$ cat config.mk
export PLATFORM = sky130hd
export DESIGN_NAME = i2s_sample_tx
export DESIGN_NICKNAME = d
export VERILOG_FILES = /design/src/rtl/i2s_sample_tx.sv
export SDC_FILE = /design/constraint.sdc
export NUM_CORES = 1
export LEC_CHECK = 0
export CORE_ASPECT_RATIO = 1.75
export CORE_UTILIZATION = 56
export CTS_BUF_LIST = sky130_fd_sc_hd__clkbuf_4 sky130_fd_sc_hd__clkbuf_8
export CTS_CLUSTER_DIAMETER = 150
export CTS_CLUSTER_SIZE = 20
export DETAILED_ROUTE_END_ITERATION = 8
export GPL_TIMING_DRIVEN = 0
export PLACE_DENSITY_LB_ADDON = 0.2
export REMOVE_ABC_BUFFERS = 1
export SYNTH_ARGS = -nofsm -noshare
export SYNTH_HDL_FRONTEND = slang
export SYNTH_SLANG_ARGS = --single-unit
$ cat constraint.sdc
create_clock -name clk -period 2.4 [get_ports clk]
set_input_delay 0.48 -clock clk [delete_from_list [all_inputs] [get_ports clk]]
set_output_delay 0.48 -clock clk [all_outputs]
set_load 0.005 [all_outputs]
$ cat src/rtl/i2s_sample_tx.sv
// Codec-side sample interface: emits the per-frame new_frame strobe, latches the returned
// sample, and serialises it as I2S (same mono sample on the left and right slots).
module i2s_sample_tx #(
    parameter int unsigned BCLK_HALF = 16,
    parameter int unsigned SLOT_BITS = 32,
    parameter int unsigned SAMPLE_W  = 16
) (
    input  logic                clk,
    input  logic                reset,
    input  logic                enable,
    input  logic [SAMPLE_W-1:0] sample_in,
    output logic                new_frame,
    output logic                bclk,
    output logic                lrclk,
    output logic                sdata,
    output logic                busy
);

    localparam int unsigned DivW = (BCLK_HALF > 1) ? $clog2(BCLK_HALF) : 1;
    localparam int unsigned BitW = $clog2(2 * SLOT_BITS);
    localparam logic [DivW-1:0] DivLast = DivW'(BCLK_HALF - 1);
    localparam logic [BitW-1:0] BitLast = BitW'(2 * SLOT_BITS - 1);
    localparam logic [BitW-1:0] SlotLen = BitW'(SLOT_BITS);

    typedef enum logic {StIdle, StRun} state_e;

    state_e              r_state,     w_state_nxt;
    logic [DivW-1:0]     r_div,       w_div_nxt;
    logic [BitW-1:0]     r_bit,       w_bit_nxt;
    logic                r_bclk,      w_bclk_nxt;
    logic                r_lrclk,     w_lrclk_nxt;
    logic                r_sdata,     w_sdata_nxt;
    logic                r_new_frame, w_new_frame_nxt;
    logic [SAMPLE_W-1:0] r_shadow,    w_shadow_nxt;

    logic                w_div_wrap;
    logic                w_bclk_fall;
    logic [BitW-1:0]     w_bit_inc;
    logic [BitW-1:0]     w_slot;
    logic                w_bit_data;

    // Data bit for the slot position we are about to enter; slot bit 0 is the I2S delay bit.
    always_comb begin
        w_div_wrap  = (r_div == DivLast);
        w_bclk_fall = w_div_wrap && r_bclk;
        w_bit_inc   = (r_bit == BitLast) ? '0 : r_bit + BitW'(1);
        w_slot      = (w_bit_inc >= SlotLen) ? w_bit_inc - SlotLen : w_bit_inc;
        w_bit_data  = 1'b0;
        for (int unsigned i = 0; i < SAMPLE_W; i++) begin
            if (w_slot == BitW'(SAMPLE_W - i)) begin
                w_bit_data = r_shadow[i];
            end
        end
    end

    always_comb begin
        w_state_nxt     = r_state;
        w_div_nxt       = r_div;
        w_bit_nxt       = r_bit;
        w_bclk_nxt      = r_bclk;
        w_lrclk_nxt     = r_lrclk;
        w_sdata_nxt     = r_sdata;
        w_new_frame_nxt = 1'b0;
        // The sample is taken while new_frame is high, before music_player reacts to it.
        w_shadow_nxt    = r_new_frame ? sample_in : r_shadow;

        unique case (r_state)
            StIdle: begin
                if (enable) begin
                    w_state_nxt     = StRun;
                    w_div_nxt       = '0;
                    w_bit_nxt       = '0;
                    w_bclk_nxt      = 1'b0;
                    w_lrclk_nxt     = 1'b0;
                    w_sdata_nxt     = 1'b0;
                    w_new_frame_nxt = 1'b1;
                end
            end
            StRun: begin
                w_div_nxt = w_div_wrap ? '0 : r_div + DivW'(1);
                if (w_div_wrap) begin
                    w_bclk_nxt = ~r_bclk;
                end
                if (w_bclk_fall) begin
                    w_bit_nxt   = w_bit_inc;
                    w_lrclk_nxt = (w_bit_inc >= SlotLen);
                    w_sdata_nxt = w_bit_data;
                    // enable only matters at the frame boundary, so frames are never cut short.
                    if (w_bit_inc == '0) begin
                        if (enable) begin
                            w_new_frame_nxt = 1'b1;
                        end else begin
                            w_state_nxt = StIdle;
                            w_div_nxt   = '0;
                            w_bit_nxt   = '0;
                            w_bclk_nxt  = 1'b0;
                            w_lrclk_nxt = 1'b0;
                            w_sdata_nxt = 1'b0;
                        end
                    end
                end
            end
            default: begin
                w_state_nxt = StIdle;
            end
        endcase
    end

    always_ff @(posedge clk or negedge reset) begin
        if (!reset) begin
            r_state     <= StIdle;
            r_div       <= '0;
            r_bit       <= '0;
            r_bclk      <= 1'b0;
            r_lrclk     <= 1'b0;
            r_sdata     <= 1'b0;
            r_new_frame <= 1'b0;
            r_shadow    <= '0;
        end else begin
            r_state     <= w_state_nxt;
            r_div       <= w_div_nxt;
            r_bit       <= w_bit_nxt;
            r_bclk      <= w_bclk_nxt;
            r_lrclk     <= w_lrclk_nxt;
            r_sdata     <= w_sdata_nxt;
            r_new_frame <= w_new_frame_nxt;
            r_shadow    <= w_shadow_nxt;
        end
    end

    assign new_frame = r_new_frame;
    assign bclk      = r_bclk;
    assign lrclk     = r_lrclk;
    assign sdata     = r_sdata;
    assign busy      = (r_state == StRun);

endmodule
==> metrics.md <==
| Metric | Value |
|---|---|
| Outcome | `finished clean` |
| Crit-path cells | `ha_2 > nand2_1 > nor2_2 > o21ai_2 > or3_1 > o21a_1 > a22o_1` |
| Largest delay contributor family on the critical path | `simple AND/OR/NAND/NOR gates` |
| Layout fillers | `roughly 210` |
| Initial Util | `59.7%` |
| Tot GR Track Use | `between 20% and 30%` |
| Crit path max fanout | `8` |
| Gate Count Post-Synth | `152` |
| Final setup violation count | `0` |
| CP max stage delay | `roughly 0.5 ns` |
| Post-CTS setup buffers | `0` |
| Slew @ Worst Pin | `0.695 ns` |
| Synth top area cells | `dfrtp_1, mux2_2, ha_1` |
| Number of max-cap violations | `0` |
| Leak | `roughly 0.0009 uW` |
| DR WL/cell | `16.8 um` |
| Slowest cell on the critical path | `dfrtp_1` |
| Syn Std Cell Area | `1640 sq um` |
| Syn Area/Cell | `10.8 sq um` |
| HPWL reported at the end of detailed placement | `2.44 mm` |
| Synth Warn # | `0` |
| Clock buffer count from CTS | `5` |
| HP Class | `in2async` |
| # port buffers | `23` |
| Power Density | `980 nW/um^2` |
| Max clock buf depth | `2` |
| Antenna cells | `0` |
| Die area | `3160 sq um` |
| Max-slew headroom | `53.6%` |
| CORE AREA | `2750 sq um` |
| Die X | `42.9 um` |
| Number of hold buffers added after CTS | `0` |
| FF-to-FF End | `r_div[3]` |
| Die Height | `73.7 um` |
| Period utilization | `92.1%` |
| Footprint of the multi-input gates | `808 sq um` |
| Share of post-route cells with drive strength above 1 | `17.1%` |
| Final Power | `1950 uW` |
| Vias in the first global route | `1293` |
| RSZ-0062 raised after global routing | `false` |
| Largest area contributor in the netlist | `dfrtp_1` |
| Sequential element share of the synthesized area | `a little under half` |
| Flops & latches, synth | `31` |
| P&R area growth vs syn | `20.9%` |
| FF+latch area | `776 sq um` |
| Largest net degree at the start of global routing | `32` |
| Fin. max-slew vios | `0` |
| Worst Skew | `0.00768 ns` |
| Via density | `6.15` |
| Total number of H-tree levels | `2` |
| Layout Cells excl Fill | `around 200` |
| CP Launch Type | `flop` |
| Final wirelength | `3.39 mm` |
| CTS sink count | `31` |
| GPL Wtd Cong | `0.946` |
| Reg-to-Reg Start | `r_bit[0]` |
| R2R Setup Slk | `0.19 ns` |
| Yosys cell types | `43` |
| WP data required | `2.57 ns` |
| WS Path Type | `reg2reg` |
| Nets | `200` |
| Dpl cells | `a little under 200` |
| Detail Route Antenna Nets | `0` |
| Crit path buf inv count | `0` |
| Ports | `24` |
| FP Rows | `25` |
| Worst Reg-to-Reg Cells | `7` |
| Worst-path clk slew | `around 0.070 ns` |
| Max IR drop VDD | `0.922 mV` |
| Clock root buffer | `clkbuf_8` |
| # DRC | `0` |
| Initial antenna violation count | `0` |
| Initial DRC Count | `34` |
| Fmax | `~0.45 GHz` |
| Setup crit end kind | `flop` |
| Insertion delay to the later sink of the worst-skew pair | `between 0.2 and 0.3 ns` |
| First-pass GRT wire length | `5.73 mm` |
| CTS tree | `yes` |
| CP arrival | `2.38 ns` |
| Hold Violations, Final | `0` |
| Final setup TNS | `0 ns` |
| DRT Pass-1 Iters | `4` |
| Post-synth top area share | `47.2%` |
| DR vias | `1242` |
| Overflow after GRT | `0` |
| Final worst path period need | `2.21 ns` |
| PostCTS Resize Cnt | `0` |
cell type report:
type / instances / area share [%]
tap: 27 / 1.70
inverter: 7 / 1.32
multi-input combinational: 106 / 40.7
clock buffer: 6 / 4.16
clock inverter: 2 / 1.76
timing repair buffer: 23 / 11.3
sequential: 31 / 39.0
cell usage after synthesis (all sizes together):
master,instances
nand2,13
nor2,5
and3,1
a41o,1
inv,7
clkbuf,4
or3,1
a21oi,7
nor3b,1
o21a,1
xor2,2
a22o,5
a211o,1
dfrtp,31
ha,7
mux2i,4
mux2,14
nand3,6
a221oi,3
a211oi,2
or4,1
nor2b,3
o31ai,1
buf,4
xnor2,2
o31a,1
a32o,1
a2bb2oi,1
nor3,2
o41ai,2
a21o,2
o21bai,1
o21ai,13
a221o,1
a31o,1
cells in the final DEF, fill, tap and decap left out, drive strengths merged, types with 4 or more instances in the layout:
cell type       n
o21ai          13
ha              7
inv             7
clkdlybuf4s50  22
mux2i           4
nand3           6
a21oi           7
nor2            5
nand2          13
a22o            5
mux2           14
clkbuf          6
dfrtp          31
flip-flops by register name (all words and copies together) (netlist names):
register	cells
r_shadow	16
r_bit	6
r_div	4
bclk	1
busy	1
lrclk	1
new_frame	1
sdata	1
worst max-delay path by stage:
stage | cells after the start | to | slack, ns | startpoint
floorplan | 7 | bclk | 0.37 | r_bit[0]
global placement | 7 | bclk | 0.15 | r_bit[0]
detailed placement | 7 | r_div[1] | 0.11 | r_bit[0]
CTS | 7 | r_div[3] | 0.09 | r_bit[0]
global route | 7 | r_div[3] | 0.02 | r_bit[0]
finish | 7 | r_div[3] | 0.19 | r_bit[0]
through the flow:
step | setup slack (ns) | utilization (%) | hold WS [ns] | instance area (sq um)
after floorplan | 0.367 | - | 0.184 | 1610
after detailed placement | 0.114 | 68.0 | 0.470 | 1870
after CTS | 0.0894 | 72.3 | 0.486 | 1990
final | 0.190 | 72.2 | 0.239 | 1990
after global placement | 0.150 | 68.0 | 0.466 | 1870
after global routing | 0.0245 | 72.2 | 0.285 | 1990
cell families after synthesis:
kind of cell	share of synthesized area, %
flip-flops	47.2
XOR/XNOR	3.05
buffers and inverters	3.73
AND/OR/NAND/NOR	9.83
adder cells (fa/ha/maj)	5.33
multiplexers	12.0
AO/OA/AOI/OAI	18.8
metal layers:
layer	GRT usage, %	up-vias	part of all wire [%]
met1	28.1	596	40
met4	11.1	0	1.7
met5	0	-	0
met2	43.1	41	54
met3	3.69	8	4.0
li1	-	597	-
power by group:
part	internal, uW	switching, uW	leakage [uW]
clock	336	188	0.0000612
sequential	617	137	0.000385
combinational	340	331	0.000455
total	1290	656	0.000901
Note: power is estimated with default switching activity, not from simulation.
